[src/rtl/mem_bus_ctrl.sv]
// Memory bus controller: decodes a bank from the upper address bits and sequences
// active-low chip-select / read-write / output-enable strobes with programmable wait states.
module mem_bus_ctrl #(
    parameter int                   DATA_W      = 8,
    parameter int                   ADDR_W      = 8,
    parameter int                   NUM_BANKS   = 2,
    parameter int                   WAIT_STATES = 1,
    parameter logic [NUM_BANKS-1:0] RO_MASK     = {NUM_BANKS{1'b0}}
) (
    input  logic                                 clk,
    input  logic                                 rst,
    input  logic                                 req,
    input  logic                                 we,
    input  logic [ADDR_W-1:0]                    addr,
    input  logic [DATA_W-1:0]                    wdata,
    output logic [DATA_W-1:0]                    rdata,
    output logic                                 ready,
    output logic                                 err,
    output logic [NUM_BANKS-1:0]                 n_mem_cs,
    output logic                                 n_mem_rw,
    output logic                                 n_mem_oe,
    output logic [ADDR_W-$clog2(NUM_BANKS)-1:0]  mem_addr,
    output logic [DATA_W-1:0]                    mem_wdata,
    input  logic [NUM_BANKS*DATA_W-1:0]          mem_rdata
);

    localparam int         BANK_W   = $clog2(NUM_BANKS);
    localparam int         OFF_W    = ADDR_W - BANK_W;
    localparam logic [3:0] WAIT_CNT = 4'(WAIT_STATES);

    typedef enum logic [1:0] {
        S_IDLE   = 2'd0,
        S_ACCESS = 2'd1,
        S_DONE   = 2'd2
    } state_t;

    state_t              state_q, state_d;
    logic [3:0]          cnt_q, cnt_d;
    logic [BANK_W-1:0]   bank_q, bank_d;
    logic                we_q, we_d;
    logic                fault_q, fault_d;
    logic [OFF_W-1:0]    mem_addr_q, mem_addr_d;
    logic [DATA_W-1:0]   mem_wdata_q, mem_wdata_d;
    logic [DATA_W-1:0]   rdata_q, rdata_d;
    logic                ready_q, ready_d;
    logic                err_q, err_d;
    logic [NUM_BANKS-1:0] n_cs_q, n_cs_d;
    logic                n_rw_q, n_rw_d;
    logic                n_oe_q, n_oe_d;

    logic [BANK_W-1:0]   req_bank_s;
    logic                req_ro_s;
    logic [DATA_W-1:0]   bank_rdata_s;

    assign req_bank_s   = addr[ADDR_W-1 -: BANK_W];
    assign req_ro_s     = we & RO_MASK[req_bank_s];
    assign bank_rdata_s = mem_rdata[int'(bank_q)*DATA_W +: DATA_W];

    // Next-state logic: request capture, wait-state countdown and phase sequencing.
    always_comb begin
        state_d     = state_q;
        cnt_d       = cnt_q;
        bank_d      = bank_q;
        we_d        = we_q;
        fault_d     = fault_q;
        mem_addr_d  = mem_addr_q;
        mem_wdata_d = mem_wdata_q;
        case (state_q)
            S_IDLE: begin
                if (req) begin
                    bank_d      = req_bank_s;
                    we_d        = we;
                    fault_d     = req_ro_s;
                    cnt_d       = WAIT_CNT;
                    mem_addr_d  = addr[OFF_W-1:0];
                    mem_wdata_d = wdata;
                    state_d     = req_ro_s ? S_DONE : S_ACCESS;
                end else begin
                    state_d = S_IDLE;
                end
            end
            S_ACCESS: begin
                if (cnt_q == 4'd0) begin
                    state_d = S_DONE;
                end else begin
                    cnt_d = cnt_q - 4'd1;
                end
            end
            S_DONE:  state_d = S_IDLE;
            default: state_d = S_IDLE;
        endcase
    end

    // Output decode: bus outputs follow the state one cycle later so every pin is a flop.
    always_comb begin
        n_cs_d  = {NUM_BANKS{1'b1}};
        n_rw_d  = 1'b1;
        n_oe_d  = 1'b1;
        ready_d = 1'b0;
        err_d   = 1'b0;
        rdata_d = rdata_q;
        case (state_q)
            S_ACCESS: begin
                n_cs_d[bank_q] = 1'b0;
                n_rw_d         = ~we_q;
                n_oe_d         = we_q;
            end
            S_DONE: begin
                ready_d = 1'b1;
                err_d   = fault_q;
                if (!we_q && !fault_q) begin
                    rdata_d = bank_rdata_s;
                end else begin
                    rdata_d = rdata_q;
                end
            end
            default: begin
                ready_d = 1'b0;
            end
        endcase
    end

    // State and output registers; reset drops any access in flight.
    always_ff @(posedge clk) begin
        if (rst) begin
            state_q     <= S_IDLE;
            cnt_q       <= 4'd0;
            bank_q      <= {BANK_W{1'b0}};
            we_q        <= 1'b0;
            fault_q     <= 1'b0;
            mem_addr_q  <= {OFF_W{1'b0}};
            mem_wdata_q <= {DATA_W{1'b0}};
            rdata_q     <= {DATA_W{1'b0}};
            ready_q     <= 1'b0;
            err_q       <= 1'b0;
            n_cs_q      <= {NUM_BANKS{1'b1}};
            n_rw_q      <= 1'b1;
            n_oe_q      <= 1'b1;
        end else begin
            state_q     <= state_d;
            cnt_q       <= cnt_d;
            bank_q      <= bank_d;
            we_q        <= we_d;
            fault_q     <= fault_d;
            mem_addr_q  <= mem_addr_d;
            mem_wdata_q <= mem_wdata_d;
            rdata_q     <= rdata_d;
            ready_q     <= ready_d;
            err_q       <= err_d;
            n_cs_q      <= n_cs_d;
            n_rw_q      <= n_rw_d;
            n_oe_q      <= n_oe_d;
        end
    end

    assign rdata     = rdata_q;
    assign ready     = ready_q;
    assign err       = err_q;
    assign n_mem_cs  = n_cs_q;
    assign n_mem_rw  = n_rw_q;
    assign n_mem_oe  = n_oe_q;
    assign mem_addr  = mem_addr_q;
    assign mem_wdata = mem_wdata_q;

endmodule

[config.mk]
export PLATFORM = sky130hd
export DESIGN_NAME = mem_bus_ctrl
export DESIGN_NICKNAME = d
export VERILOG_FILES = /design/src/rtl/mem_bus_ctrl.sv
export SDC_FILE = /design/constraint.sdc
export NUM_CORES = 1
export LEC_CHECK = 0
export ABC_CLOCK_PERIOD_IN_PS = 2160
export CORE_UTILIZATION = 50
export DETAILED_ROUTE_END_ITERATION = 10
export DONT_BUFFER_PORTS = 1
export PLACE_DENSITY_LB_ADDON = 0.05
export SLEW_MARGIN = 20
export SYNTH_ARGS = -nofsm -noshare
export SYNTH_HDL_FRONTEND = slang
export SYNTH_SLANG_ARGS = --single-unit
[constraint.sdc]
create_clock -name clk -period 2.16 [get_ports clk]
set_input_delay 0.432 -clock clk [delete_from_list [all_inputs] [get_ports clk]]
set_output_delay 0.432 -clock clk [all_outputs]
set_load 0.1 [all_outputs]
==> impl_metrics.json <==
{
  "timing_worst_setup_path_type": "flip-flop to flip-flop",
  "placementRows": 18,
  "cts_buffer_depth": 2,
  "die_w_um": 55.2,
  "final_util_pct": 65.2,
  "switchingPower_uw": 673,
  "grt_setup_unrepaired": "false",
  "worst-path-buf-inv": 1,
  "overflow": 0,
  "maxCapViolCount": 0,
  "drtAntennaViolNets": 0,
  "hold-worst-slack_ns": 0.156,
  "syn-num-nets": 194,
  "slowest_delay_ns": 0.54,
  "status": "finished clean",
  "cts_resized": 0,
  "fin_crit_sh_pct": 78.0,
  "finalSetupViolations": 0,
  "hold_class": "input port to flip-flop",
  "yosys_warnings": 0,
  "power_frac_seq_pct": 45.0,
  "synth_edf_count": 0,
  "final_cell_mix": "36 x nand2_1, 36 x dfxtp_1, 30 x buf_4",
  "clock_sinks": 36,
  "ys_seq_area_share_pct": 51.0,
  "synth_cells": 156,
  "clkPwrFrac_pct": 22.2,
  "cp.arrival_ns": 1.93,
  "multiInputGateArea_um2": 613,
  "cellPowerDensity_nw_per_um2": 1010,
  "p_leak_nw": 0.669,
  "wl_per_cell_um": 13.0,
  "drc": 0,
  "synth_flop_cell": "dfxtp_1",
  "cts-root-buf": "clkbuf_4",
  "grtUsageTotal_pct": 20.2,
  "initial_core_util_pct": 55.0,
  "viasPerCell": 5.22,
  "finalHoldViolCount": 0,
  "first_pass_iters": 4,
  "ios": 65,
  "fin_worst_skew_ns": 0.00614,
  "hpwlAfterDp_mm": 1.99,
  "final-seq-area_um2": 721,
  "cp.required_ns": 2.41,
  "slew_headroom_pct": 58.5,
  "critPathLaunch": "cnt_q[1]$_SDFFE_PP0P_",
  "slowest_stage": "or4_1",
  "routabilityCongestion": 0.723,
  "grt_pass1_wl_mm": 4.14,
  "postSynth.asyncResetShare_pct": 0,
  "cts_tree": "done",
  "htreeDepth": 2,
  "cts_setup_buffers": 0,
  "fillers": 222,
  "port_buffers": 0,
  "drive_gt1_share_pct": 23.0,
  "cts_buffers": 5,
  "tightest_slew_ns": 0.614,
  "ctsHoldBuffers": 0,
  "internal_power_mw": 1.01,
  "drt_iter0_drc": 7,
  "drv_slew": 0,
  "area_growth_pct": 18.5,
  "startpoint_type": "flip-flop",
  "antenna_found_initial": 0,
  "peakVddDrop_uv": 780,
  "p_comb_share_pct": 32.8,
  "diodes": 0,
  "netlist_area_um2": 1410,
  "grt_pass1_vias": 931,
  "syn_area_per_cell_um2": 9.06,
  "critical_path.top_delay_family": "simple AND/OR/NAND/NOR gates",
  "totalWireLength_mm": 2.77,
  "cp_cell_sequence": "inv_1 -> ha_1 -> nor4bb_1 -> or4_1 -> a211oi_2",
  "die_h_um": 55.2,
  "dieArea_um2": 3040,
  "clock.fmax_mhz": 594,
  "finalSetupTns_ns": 0,
  "ys_types": 28,
  "min_period_ns": 1.68,
  "r2r-start": "cnt_q[1]$_SDFFE_PP0P_",
  "worstSkewPairLatency_ns": 0.33,
  "cp-end-kind": "flip-flop",
  "path_clk_slew_ns": 0.11,
  "hp-start": "rst",
  "core_area_um2": 2570,
  "crit_fanout": 5,
  "num-nets-final": 220,
  "ys_ff_latch": 36,
  "grt_max_degree": 35,
  "switching_share_pct": 39.9,
  "routed-via-count": 1112
}
==> state kept, by name, indices dropped and copies added, names as in the netlist <==
register,flops
we_q,1
n_mem_rw,1
mem_addr,7
n_mem_oe,1
state_q,2
cnt_q,4
ready,1
n_mem_cs,2
mem_wdata,8
bank_q,1
rdata,8
==> power by group through the flow <==
stage	clock network [mW]	logic, mW	registers [mW]
floorplan	0	0.198	1.05
global placement	0	0.543	0.771
global route	0.417	0.589	0.768
finish	0.374	0.554	0.759
detailed placement	0	0.556	0.775
CTS	0.386	0.557	0.760
==> synth_stat cells, types with 3 or more instances <==
cell type  count  share of area [%]
a211oi_1       8                4.3
a21oi_1       18                6.4
buf_2          3                1.1
buf_4          3                1.6
clkbuf_1       4                1.1
dfxtp_1       36                 51
inv_1          4                1.1
mux2i_1        8                5.7
nand2_1       36                9.6
nor2_1         9                2.4
or3_1          4                1.8
==> area by class of cell <==
cell class                 count  area share [%]
clock buffer                   7            3.29
timing repair buffer          30            13.5
tap                           30            2.24
inverter                       4           0.897
multi-input combinational    105            36.6
sequential                    36            43.0
clock inverter                 1           0.448
==> worst register-to-register path, cell delays in order, from the launching register on <==
cell and delay (ns):
dfxtp_1 0.37, inv_1 0.07, ha_1 0.19, nor4bb_1 0.18
or4_1 0.54, a211oi_2 0.25
==> per-stage QoR <==
step | setup WS (ns) | total power, mW | cells | instance area, um2
final | 0.476 | 1.69 | 213 | 1670
after global routing | 0.354 | 1.77 | 213 | 1670
after global placement | 0.632 | 1.31 | 205 | 1610
after CTS | 0.482 | 1.70 | 213 | 1670
after floorplan | 0.654 | 1.24 | 156 | 1410
after detailed placement | 0.507 | 1.33 | 205 | 1610
==> routing by layer <==
metal	vias to the layer above	routed length, um	global-route usage [%]
met1	482	1160	22.9
met2	47	1370	33.9
li1	579	-	-
met3	4	203	7.92
met5	-	0	0
met4	0	35	7.50
==> path summary, 6_finish.rpt <==
path | endpoint | slack, ns | cells past startpoint
setup reg to reg | cnt_q[3]$_SDFFE_PP0P_ | 0.48 | 5
setup / recovery | cnt_q[3]$_SDFFE_PP0P_ | 0.48 | 5
hold reg to reg | n_mem_rw$_SDFF_PP1_ | 0.45 | 1
hold / removal | mem_wdata[2]$_SDFFE_PP0P_ | 0.16 | 1
==> cells by family (layout without fill, tap and decap cells) <==
kind of cell	Yosys count	in the layout	synth area share, %
buffers and inverters	15	42	5.58
DFF	36	36	51.0
muxes	8	8	5.67
and+or+nand+nor	60	60	20.3
adders and majority gates	2	2	1.77
AOI/OAI and AO/OA	34	34	15.4
other	1	1	0.265
Note: power is estimated with default switching activity, not from simulation.
